--- src/rtl/dsi_pkg.sv ---
// Shared DSI definitions: data-type codes, CRC constants, FSM state encoding and
// the 6-bit Hamming ECC over a 24-bit packet header.
package dsi_pkg;

   localparam logic [5:0] DCS_SHORT_W0 = 6'h05;
   localparam logic [5:0] DCS_SHORT_W1 = 6'h15;
   localparam logic [5:0] GEN_SHORT_W0 = 6'h03;
   localparam logic [5:0] GEN_SHORT_W1 = 6'h13;
   localparam logic [5:0] GEN_SHORT_W2 = 6'h23;
   localparam logic [5:0] DCS_LONG_W   = 6'h39;
   localparam logic [5:0] GEN_LONG_W   = 6'h29;

   localparam logic [15:0] CRC_INIT = 16'hFFFF;
   localparam logic [15:0] CRC_POLY = 16'h8408;

   typedef enum logic [3:0] {
      S_IDLE,
      S_HDR1,
      S_HDR2,
      S_ECC,
      S_PAYLOAD,
      S_CRC_L,
      S_CRC_H,
      S_DRAIN,
      S_GAP
   } pkt_state_e;

   function automatic logic is_long_dt(input logic [5:0] dt);
      return dt[3];
   endfunction

   // d = {wc[15:8], wc[7:0], DI}; d[0] is DI bit 0
   function automatic logic [5:0] dsi_ecc(input logic [23:0] d);
      logic [5:0] p;
      p[0] = d[0]  ^ d[1]  ^ d[2]  ^ d[4]  ^ d[5]  ^ d[7]  ^ d[10] ^ d[11] ^
             d[13] ^ d[16] ^ d[20] ^ d[21] ^ d[22] ^ d[23];
      p[1] = d[0]  ^ d[1]  ^ d[3]  ^ d[4]  ^ d[6]  ^ d[8]  ^ d[10] ^ d[12] ^
             d[14] ^ d[17] ^ d[20] ^ d[21] ^ d[22] ^ d[23];
      p[2] = d[0]  ^ d[2]  ^ d[3]  ^ d[5]  ^ d[6]  ^ d[9]  ^ d[11] ^ d[12] ^
             d[15] ^ d[18] ^ d[20] ^ d[21] ^ d[22];
      p[3] = d[1]  ^ d[2]  ^ d[3]  ^ d[7]  ^ d[8]  ^ d[9]  ^ d[13] ^ d[14] ^
             d[15] ^ d[19] ^ d[20] ^ d[21] ^ d[23];
      p[4] = d[4]  ^ d[5]  ^ d[6]  ^ d[7]  ^ d[8]  ^ d[9]  ^ d[16] ^ d[17] ^
             d[18] ^ d[19] ^ d[20] ^ d[22] ^ d[23];
      p[5] = d[10] ^ d[11] ^ d[12] ^ d[13] ^ d[14] ^ d[15] ^ d[16] ^ d[17] ^
             d[18] ^ d[19] ^ d[21] ^ d[22] ^ d[23];
      return p;
   endfunction

endpackage

--- src/rtl/dsi_crc16.sv ---
// Byte-wise CRC-16 (reflected 0x8408, LSB first) next-state; purely combinational.
// No latency, no handshake: the caller decides when to register crc_o.
module dsi_crc16
   import dsi_pkg::*;
(
   input  logic [15:0] crc_i,
   input  logic [7:0]  byte_i,
   output logic [15:0] crc_o
);

   always_comb begin
      logic [15:0] c;
      c = crc_i;
      for (int i = 0; i < 8; i++) begin
         if (c[0] ^ byte_i[i]) begin
            c = (c >> 1) ^ CRC_POLY;
         end else begin
            c = c >> 1;
         end
      end
      crc_o = c;
   end

endmodule

--- src/rtl/dsi_lp_pkt_gen.sv ---
// DSI LPDT packet assembler: header, ECC, payload, CRC16 streamed one byte per tx handshake.
// First byte is presented the cycle after cmd accept; stalls on lpdt_tx_rdy, then holds an idle gap.
module dsi_lp_pkt_gen
   import dsi_pkg::*;
#(
   parameter int GAP_CYCLES = 16
)
(
   input  logic        clk,
   input  logic        rst,
   input  logic        cmd_vld,
   output logic        cmd_rdy,
   input  logic [1:0]  cmd_vc,
   input  logic [5:0]  cmd_dt,
   input  logic [15:0] cmd_wc,
   input  logic        pl_vld,
   input  logic [7:0]  pl_data,
   output logic        pl_rdy,
   output logic        lpdt_tx_vld,
   output logic [7:0]  lpdt_tx_data,
   input  logic        lpdt_tx_rdy,
   input  logic        lpdt_tx_done,
   output logic        busy,
   output logic        pkt_done,
   output logic        underrun
);

   localparam int GW = (GAP_CYCLES > 1) ? $clog2(GAP_CYCLES) : 1;

   pkt_state_e     state_q;
   logic [1:0]     vc_q;
   logic [5:0]     dt_q;
   logic [15:0]    wc_q;
   logic [5:0]     ecc_q;
   logic [15:0]    cnt_q;
   logic [15:0]    crc_q;
   logic [15:0]    crc_d;
   logic [GW-1:0]  gap_q;
   logic           vld_q;
   logic [7:0]     data_q;
   logic           cmd_rdy_q;
   logic           busy_q;
   logic           pkt_done_q;
   logic           underrun_q;

   logic           hs;
   logic           need_pl;
   logic [7:0]     pl_byte;

   assign hs      = lpdt_tx_rdy && vld_q;
   assign need_pl = (state_q == S_PAYLOAD) && (cnt_q != 16'd0);
   // A missing payload byte is replaced by zero so the packet length never changes
   assign pl_byte = pl_vld ? pl_data : 8'h00;

   dsi_crc16 u_crc (
      .crc_i  (crc_q),
      .byte_i (pl_byte),
      .crc_o  (crc_d)
   );

   always_ff @(posedge clk) begin
      if (rst) begin
         state_q    <= S_IDLE;
         vc_q       <= '0;
         dt_q       <= '0;
         wc_q       <= '0;
         ecc_q      <= '0;
         cnt_q      <= '0;
         crc_q      <= CRC_INIT;
         gap_q      <= '0;
         vld_q      <= 1'b0;
         data_q     <= 8'h00;
         cmd_rdy_q  <= 1'b1;
         busy_q     <= 1'b0;
         pkt_done_q <= 1'b0;
         underrun_q <= 1'b0;
      end else begin
         pkt_done_q <= 1'b0;
         case (state_q)
            S_IDLE: begin
               if (cmd_vld && cmd_rdy_q) begin
                  vc_q       <= cmd_vc;
                  dt_q       <= cmd_dt;
                  wc_q       <= cmd_wc;
                  ecc_q      <= dsi_ecc({cmd_wc, cmd_vc, cmd_dt});
                  crc_q      <= CRC_INIT;
                  underrun_q <= 1'b0;
                  data_q     <= {cmd_vc, cmd_dt};
                  vld_q      <= 1'b1;
                  cmd_rdy_q  <= 1'b0;
                  busy_q     <= 1'b1;
                  state_q    <= S_HDR1;
               end
            end
            S_HDR1: begin
               if (hs) begin
                  data_q  <= wc_q[7:0];
                  state_q <= S_HDR2;
               end
            end
            S_HDR2: begin
               if (hs) begin
                  data_q  <= wc_q[15:8];
                  state_q <= S_ECC;
               end
            end
            S_ECC: begin
               if (hs) begin
                  data_q <= {2'b00, ecc_q};
                  if (!is_long_dt(dt_q)) begin
                     state_q <= S_DRAIN;
                  end else if (wc_q == 16'd0) begin
                     state_q <= S_CRC_L;
                  end else begin
                     cnt_q   <= wc_q;
                     state_q <= S_PAYLOAD;
                  end
               end
            end
            S_PAYLOAD: begin
               if (hs) begin
                  if (need_pl) begin
                     data_q <= pl_byte;
                     crc_q  <= crc_d;
                     cnt_q  <= cnt_q - 16'd1;
                     if (!pl_vld) begin
                        underrun_q <= 1'b1;
                     end
                  end else begin
                     data_q  <= crc_q[7:0];
                     state_q <= S_CRC_H;
                  end
               end
            end
            S_CRC_L: begin
               if (hs) begin
                  data_q  <= crc_q[7:0];
                  state_q <= S_CRC_H;
               end
            end
            S_CRC_H: begin
               if (hs) begin
                  data_q  <= crc_q[15:8];
                  state_q <= S_DRAIN;
               end
            end
            S_DRAIN: begin
               // Dropping vld after the final byte is what tells the transmitter to close the packet
               if (hs) begin
                  vld_q <= 1'b0;
               end else if (!vld_q && lpdt_tx_done) begin
                  pkt_done_q <= 1'b1;
                  gap_q      <= GW'(GAP_CYCLES - 1);
                  state_q    <= S_GAP;
               end
            end
            S_GAP: begin
               if (gap_q == '0) begin
                  cmd_rdy_q <= 1'b1;
                  busy_q    <= 1'b0;
                  state_q   <= S_IDLE;
               end else begin
                  gap_q <= gap_q - 1'b1;
               end
            end
            default: begin
               state_q   <= S_IDLE;
               vld_q     <= 1'b0;
               cmd_rdy_q <= 1'b1;
               busy_q    <= 1'b0;
            end
         endcase
      end
   end

   assign cmd_rdy      = cmd_rdy_q;
   assign pl_rdy       = hs && need_pl;
   assign lpdt_tx_vld  = vld_q;
   assign lpdt_tx_data = data_q;
   assign busy         = busy_q;
   assign pkt_done     = pkt_done_q;
   assign underrun     = underrun_q;

endmodule

--- config.mk ---
export PLATFORM = sky130hd
export DESIGN_NAME = dsi_lp_pkt_gen
export DESIGN_NICKNAME = d
export VERILOG_FILES = /design/src/rtl/dsi_pkg.sv /design/src/rtl/dsi_crc16.sv /design/src/rtl/dsi_lp_pkt_gen.sv
export SDC_FILE = /design/constraint.sdc
export NUM_CORES = 1
export LEC_CHECK = 0
export ABC_AREA = 1
export BUFFER_PORTS_ARGS = -buffer_cell sky130_fd_sc_hd__buf_2
export CAP_MARGIN = 15
export CORE_ASPECT_RATIO = 0.9
export CORE_MARGIN = 10
export CORE_UTILIZATION = 45
export DETAILED_ROUTE_END_ITERATION = 12
export MAX_ROUTING_LAYER = met4
export SLEW_MARGIN = 10
export SYNTH_ARGS = -nofsm -noshare
export SYNTH_HDL_FRONTEND = slang
export SYNTH_HIERARCHICAL = 1
export SYNTH_SLANG_ARGS = --single-unit
--- constraint.sdc ---
create_clock -name clk -period 2.04 [get_ports clk]
set_input_delay 0.102 -clock clk [delete_from_list [all_inputs] [get_ports clk]]
set_output_delay 0.102 -clock clk [all_outputs]
set_load 0.01 [all_outputs]
# After elaboration in Yosys (flattened, before gate mapping)
# Index checks and enable logic that the tools add are counted.
# totals
reg_bits,79
latchBits,0
ramBits,0
rom_bits,0
memories,0
# classes
n_addsub,2
mul,0
div_mod_pow,0
n_lt_le_gt_ge,0
eq_ne,25
shifts,0
n_mux,59
bitwise,92
n_reduce_logical,26
# op_table
cell,count
$mux W16,16
$xor A1 B1 Y1,81
$mux W8,9
$pmux W16 S2,2
$mux W4,14
$pmux W8 S7,1
$pmux W4 S9,1
$ne A2 B2 Y1 const B,17
$not A2 Y3,8
$eq A4 B3 Y1 const B,4
$logic_not A16 Y1,1
$reduce_bool A16 Y1,1
$sub A16 B1 Y16 const B,1
$reduce_or A7 Y1,2
$reduce_and A11 Y1,1
$mux W1,10
$pmux W1 S3,3
$eq A4 B2 Y1 const B,2
$logic_not A4 Y1,2
$pmux W4 S2,1
$reduce_and A4 Y1,2
$reduce_and A8 Y1,1
$reduce_bool A7 Y1,1
$reduce_and A3 Y1,2
other kinds (13),21

# Logic depth before layout (Yosys ltp)
# Gate-level depths: netlist of run 1.
# depth
ltp_word,20
depth_mapped,13

# Modules after synthesis
# Netlist of run 1, hierarchy kept.
# modules_own_cells
mod,n_inst,cells_per_inst,area_per_inst_um2,seq_area_each_um2
dsi_lp_pkt_gen,1,847,5133.7,1521.5
dsi_crc16,1,108,470.5,0.0

# Worst setup path after synthesis of run 1
# Ideal clock, no wire load.
# synth_path
path_type,register -> register
from,reg cnt_q[0]
to,reg crc_q[11]
setup_ns,0.123
t_arrival_ns,1.480
required_time_ns,1.917
setup_slack_ns,0.436
stages_incl_launch_ff,11
path_buffers,1
synth_period_minus_slack_ns,1.604
path_cell_list,dfxtp_1 inv_1 ha_1 nand3_1 nor2_2 nand3_2 nand2_2 inv_2 buf_4 nand2_1 nand3_1
# synth_via
elab_chain_cells,4
# synth_rtl
element,line,text
start: declaration,dsi_lp_pkt_gen.sv:35,logic [15:0] cnt_q;
start signal: assignment,dsi_lp_pkt_gen.sv:115,cnt_q <= wc_q;
start signal: assignment,dsi_lp_pkt_gen.sv:125,cnt_q <= cnt_q - 16'd1;
$reduce_bool A16 Y1,dsi_lp_pkt_gen.sv:51,assign need_pl = (state_q == S_PAYLOAD) && (cnt_q != 16'd0);
$logic_and A1 B1 Y1,dsi_lp_pkt_gen.sv:51,
$ne A2 B2 Y1 (no line),--,
$reduce_and A4 Y1 (no line),--,
end signal: assignment,dsi_lp_pkt_gen.sv:124,crc_q <= crc_d;
end: declaration,dsi_lp_pkt_gen.sv:36,logic [15:0] crc_q;
# Every way passes these cells.
# A chain may end at the register's enable or synchronous reset.

# Final worst setup path of run 1
# layout_path
from,reg cnt_q[0]
to,out pl_rdy
# layout_via
elab_chain_cells,3
# layout_rtl
element,line,text
$reduce_bool A16 Y1,dsi_lp_pkt_gen.sv:51,
$logic_and A1 B1 Y1,dsi_lp_pkt_gen.sv:51,
$logic_and A1 B1 Y1,dsi_lp_pkt_gen.sv:177,assign pl_rdy = hs && need_pl;
end: declaration,dsi_lp_pkt_gen.sv:18,"output logic pl_rdy,"
# Every way passes these cells.

==> impl_metrics.toml, run 1 <==
[floorplan]
die_y_um = 126
rows = 38
fp.dieArea_um2 = 17300
io-pin-count = 52
start_util_pct = 46.2
core_area_um2 = 12100
fp.dieW_um = 138

[sta]
worst_slew_pin_slew_ns = 0.391
relSlewSlack_pct = 73.8
fin_hold_ws_ns = 0.121
clock_skew_ns = 0.00627
timing.setup.tns_ns = 0
drv_slew = 0
setup-violations-final = 0
fmax_mhz = 537
finalCriticalPeriod_ns = 1.86
hold_viol_final = 0
timing.final.crit_share_pct = 91.3

[cells_and_area]
drive_gt1_share_pct = 13.1
syn_to_final_growth_pct = 12.6
final_util_pct = 52.0
diodes = 0
nNetsFinal = 1032

[critical_path]
critPathSlowestCell = "dfxtp_1"
cp_top_family = "simple AND/OR/NAND/NOR gates"
critPathKind = "flop to primary output"
rr_worst_depth = 8
critPathMaxFanout = 9
cp-end-kind = "primary output"
critPathRequiredTime_ns = 1.94
crit_cells = 8
path_buf_inv = 2
slowest_delay_ns = 0.35
cp_data_arrival_time_ns = 1.76
path_cells = "inv_1, ha_1, nand3_1, nor2_4, nand2_4, nand2_1, nor2_1, buf_2"
start_kind = "flop"

[synthesis]
syn-mean-instance-area_um2 = 5.87
yosysSeqAreaShare_pct = 27.1
synth_top_area_share_pct = 27.1
synth_edf_count = 0
yosys_warnings = 6
netlist_top_cells_area = "dfxtp_1, nand2_1, nand3_1"
synth_xor_area_share_pct = 6.25
syn_nets = 995
synth_top_family_by_area = "simple AND/OR/NAND/NOR gates"
syn_area_um2 = 5600
synthAdderAreaFrac_pct = 0.447
synthCells = 955
ys.flop_type = "dfxtp_1"
synth-simple-area-share_pct = 43.8
ys_types = 35
synth_top_area_cell = "dfxtp_1"
ys_async_sr_fraction_pct = 0
ys_ff_latch = 76
synth.area.mux_share_pct = 0
synth_compound_area_share_pct = 11.4

[global_routing]
antenna_found_initial = 0
grt_pass1_wl_um = 26500
grt_pass1_vias = 5392
overflow = 0
grt_usage_pct = 19.3
grt_start_max_net_pins = 37

[status]
outcome = "complete, no violations"

[placement]
dp_hpwl_um = 12700
place.gp.congestion = 0.896
port_buffers = 51

[cts]
clkSlewWorstSetupHoldPaths_ns = 0.06
cts_buffer_depth = 2
cts.sinks = 76
cts_root_buf = "clkbuf_16"
htreeDepth = 3
cts_buffers = 9
cts_hold_buf = 0
clock_latency_ns = 0.34
cts_tree = "yes"

[worst_hold_path]
min_path_type = "input port to flop"
hold_depth = 3

[power_and_ir_drop]
ir_worst_vdd_mv = 0.561
leakagePower_nw = 3.27
p_per_area_nw_per_um2 = 1120

[routing]
vias = 5781
firstDrtPassIters = 5
drt_wl_total_um = 16100
viasPerCell = 5.00
ant_nets = 0
drc = 0
wl_per_cell_um = 14.0
drtIter0Drc = 388

[job]
drv_cap = 0
[registers in the layout, summed over array words and instances (netlist names)]
signal	cells
cnt_q	16
crc_q	16
wc_q	16
lpdt_tx_data	8
ecc_q	6
gap_q	4
state_q	4
busy	1
cmd_rdy	1
dt_q	1
lpdt_tx_vld	1
pkt_done	1
underrun	1
[logic make-up (layout without fill, tap and decap cells)]
kind of cell,after synthesis,in the layout
flip-flops,76,76
buffers and inverters,149,191
adder cells (fa/ha/maj),2,2
XOR/XNOR,40,40
AND/OR/NAND/NOR,567,567
AO/OA/AOI/OAI,121,121
[final cells by class]
class / instances / area (µm²)
repair buffers: 64 / 353
inverters: 111 / 417
clock buffers: 11 / 243
multi-input cells: 730 / 3490
well taps: 160 / 200
clock inverters: 5 / 85.1
fillers: 1317 / 5820
flip-flops and latches: 76 / 1520
[timing repair]
item,CTS,global route
setup buffers,0,0
setup endpoints to repair,1,10
gates resized for setup,1,4
pin swaps,0,1
[cells in the final DEF, fill, tap and decap left out, types with 5 or more instances in the layout]
cell type and n:
dfxtp_1 76, nand3b_1 7, nand3_1 108, inv_2 13
buf_2 51, nor2_2 7, nand2_1 336, xor2_1 20
nor2_1 71, nand2_4 5, nand2_2 16, a21oi_1 56
o21ai_0 55, xnor2_1 20, clkbuf_16 9, buf_4 13
inv_1 98
[synth_stat cells, types with 3 or more instances]
cell,count
o21ai_0,55
nand2_1,338
nand2_4,3
nor2_1,71
nand3b_1,7
xnor2_1,20
xor2_1,20
dfxtp_1,76
buf_4,5
buf_6,3
nand4_1,4
nand3_1,108
a31oi_1,3
nor2_2,8
clkbuf_1,19
a21oi_1,56
inv_1,98
inv_2,13
buf_2,10
nand2_2,16
nand3_2,3
[per-layer routing]
metal	part of all wire, %	up-vias	track usage, %	wire length [µm]
met1	52	2564	26.4	8440
met3	4.4	13	3.66	718
met2	42	128	28.5	6830
li1	-	3076	-	-
met5	0	-	-	0
met4	1.0	0	4.46	166
[power breakdown]
part | internal, mW | total [mW] | switching, mW
Clock | 1.11 | 1.76 | 0.647
Sequential | 1.87 | 2.24 | 0.366
Combinational | 1.07 | 3.08 | 2.01
Total | 4.05 | 7.07 | 3.02
[stage by stage]
| step | cell area, µm² | setup WS [ns] | cells | power [mW] |
|---|---|---|---|---|
| floorplan | 5600 | 0.436 | 955 | 4.44 |
| global placement | 5960 | 0.242 | 1141 | 5.29 |
| detailed placement | 5960 | 0.185 | 1141 | 5.29 |
| CTS | 6290 | 0.0766 | 1157 | 7.08 |
| global route | 6310 | -0.00872 | 1157 | 7.66 |
| finish | 6310 | 0.177 | 1157 | 7.07 |
[path summary, 6_finish.rpt]
kind | slack (ns) | startpoint | end
worst max-delay path | 0.18 | cnt_q[0] | pl_rdy
worst min-delay path | 0.12 | cmd_wc[10] | wc_q[10]
worst max register to register | 0.21 | cnt_q[10] | cnt_q[2]
worst min register to register | 0.46 | gap_q[3] | gap_q[3]
[tightest hold or removal path, delay by kind of cell]
family | cells | cell delay (ns)
AO/OA/AOI/OAI | 1 | 0.06
buffers and inverters | 2 | 0.25
(Power assumes the default switching activity.)
==> inputs of run 2 (changes only) <==
Settings changed: CORE_UTILIZATION 45 to 61, PLACE_DENSITY set to 0.83.
==> impl_metrics.toml, run 2 (synthesis gave the netlist of run 1 again) <==
[job]
drv_cap = 0

[global_routing]
grt_pass1_vias = 5479
grt_start_max_net_pins = 36
grt_pass1_wl_um = 25700
overflow = 0
grt_usage_pct = 23.2
antenna_found_initial = 0

[sta]
timing.final.crit_share_pct = 93.7
setup-violations-final = 0
worst_slew_pin_slew_ns = 0.414
timing.setup.tns_ns = 0
fin_hold_ws_ns = 0.0929
fin_ws_ns = 0.129
relSlewSlack_pct = 72.3
fmax_mhz = 523
clock_skew_ns = 0.0124
rsz0062_at_grt = "no"
finalCriticalPeriod_ns = 1.91
hold_viol_final = 0
drv_slew = 0

[critical_path]
r2r-end = "cnt_q[0]"
cp-end-kind = "primary output"
critPathMaxFanout = 9
crit-reg2reg-launch = "state_q[0]"
r2r_slack_ns = 0.20
rr_worst_depth = 10
start_kind = "flop"
cp_data_arrival_time_ns = 1.81
critPathKind = "flop to primary output"
critPathRequiredTime_ns = 1.94

[power_and_ir_drop]
power.internal_mw = 3.58
ir_worst_vdd_mv = 0.748
p_clk_share_pct = 19.1
leakagePower_nw = 3.24
sw_frac_of_total_pct = 45.1
p_seq_share_pct = 34.0
switching_power_mw = 2.95
p_per_area_nw_per_um2 = 1060
power_frac_comb_pct = 47.0

[cts]
clock_latency_ns = 0.36
cts_buffer_depth = 2
htreeDepth = 3
cts_root_buf = "clkbuf_8"
cts_hold_buf = 0
cts_buffers = 9
cts_tree = "yes"
clkSlewWorstSetupHoldPaths_ns = 0.09
cts.sinks = 76

[cells_and_area]
syn_to_final_growth_pct = 9.94
drive_gt1_share_pct = 13.6
final_cell_mix = "nand2_1, nand3_1, inv_1"
final_common_cell = "nand2_1"
nNetsFinal = 1035
diodes = 0
largestRegisters = "cnt_q (16), crc_q (16), wc_q (16)"

[routing]
top_layer_used = "met4"
drc = 0
viasPerCell = 5.37
drt_wl_total_um = 15300
wirelength_met1_um = 7320
drtIter0Drc = 621
wl_met3_um = 1160
met2_length_um = 6610
vias = 6028
wl_per_cell_um = 13.6
firstDrtPassIters = 6
ant_nets = 0

[floorplan]
core_area_um2 = 9040
rows = 33
start_util_pct = 62.0
io-pin-count = 52
fp.dieArea_um2 = 13400
fp.dieW_um = 121
die_y_um = 111

[placement]
place_ws_ns = 0.161
place.gp.congestion = 0.949
dp_hpwl_um = 11600
port_buffers = 51

[worst_hold_path]
hold_depth = 3
min_path_type = "input port to flop"
min_from = "cmd_wc[11]"
min_to = "wc_q[11]"

[status]
outcome = "complete, no violations"
run 2: cell count changes in the layout (fill, tap and decap cells not counted), moves of 2 or more:
cell       before  now
buf_4          13   16
clkbuf_16       9    0
clkbuf_8        1   11
clkinv_4        2    0
nand2_4         5    3
run 2: power groups by stage:
stage / Combinational (mW) / Sequential (mW) / Clock, mW
4_1_cts: 3.01 / 2.21 / 1.25
5_1_grt: 3.50 / 2.26 / 1.31
6_report: 3.07 / 2.22 / 1.24
2_1_floorplan: 2.26 / 2.17 / 0
3_5_place_dp: 2.98 / 2.23 / 0
3_3_place_gp: 2.95 / 2.23 / 0
run 2: how the worst max path moves through the flow:
| stage | from | to | slack (ns) |
|---|---|---|---|
| final | cnt_q[0] | pl_rdy | 0.13 |
| after global routing | cnt_q[0] | pl_rdy | 0.02 |
| after CTS | cnt_q[0] | pl_rdy | 0.02 |
| after detailed placement | cnt_q[0] | crc_q[3] | 0.16 |
| after global placement | cnt_q[0] | crc_q[3] | 0.27 |
| after floorplan | cnt_q[0] | crc_q[11] | 0.44 |
run 2: layout make-up:
class / instances / area (µm²)
sequential: 76 / 1520
fill: 885 / 2880
multi-input combinational: 730 / 3480
timing repair buffer: 67 / 375
clock inverter: 5 / 58.8
clock buffer: 11 / 151
inverter: 111 / 417
tap: 122 / 153
run 2: timing repair:
| action | in CTS | in global routing |
|---|---|---|
| gates resized for setup | 1 | 3 |
| pin swaps | 0 | 2 |
| buffers inserted | 0 | 4 |
| endpoints found under the setup margin | 1 | 28 |
| hold endpoints to repair | 0 | 0 |
run 2: layer usage:
metal,vias up,global-route usage (%)
li1,3076,-
met5,-,-
met4,0,6.43
met3,27,4.68
met2,253,33.7
met1,2672,31.8
run 2: metrics by stage:
step / std cells / area, µm² / total power [mW] / util, %
after floorplan: 955 / 5600 / 4.44 / -
after global placement: 1102 / 5910 / 5.18 / 65.3
after detailed placement: 1102 / 5910 / 5.22 / 65.3
after CTS: 1118 / 6120 / 6.47 / 67.7
after global routing: 1122 / 6160 / 7.08 / 68.1
final: 1122 / 6160 / 6.53 / 68.1
run 2: worst max-delay path, cell delays in order, from the launching register on:
cell	delay (ns)
dfxtp_1	0.35
inv_1	0.08
ha_1	0.24
nand3_2	0.13
nor2_4	0.05
nand2_2	0.17
nand2_1	0.11
nor2_1	0.15
buf_2	0.16
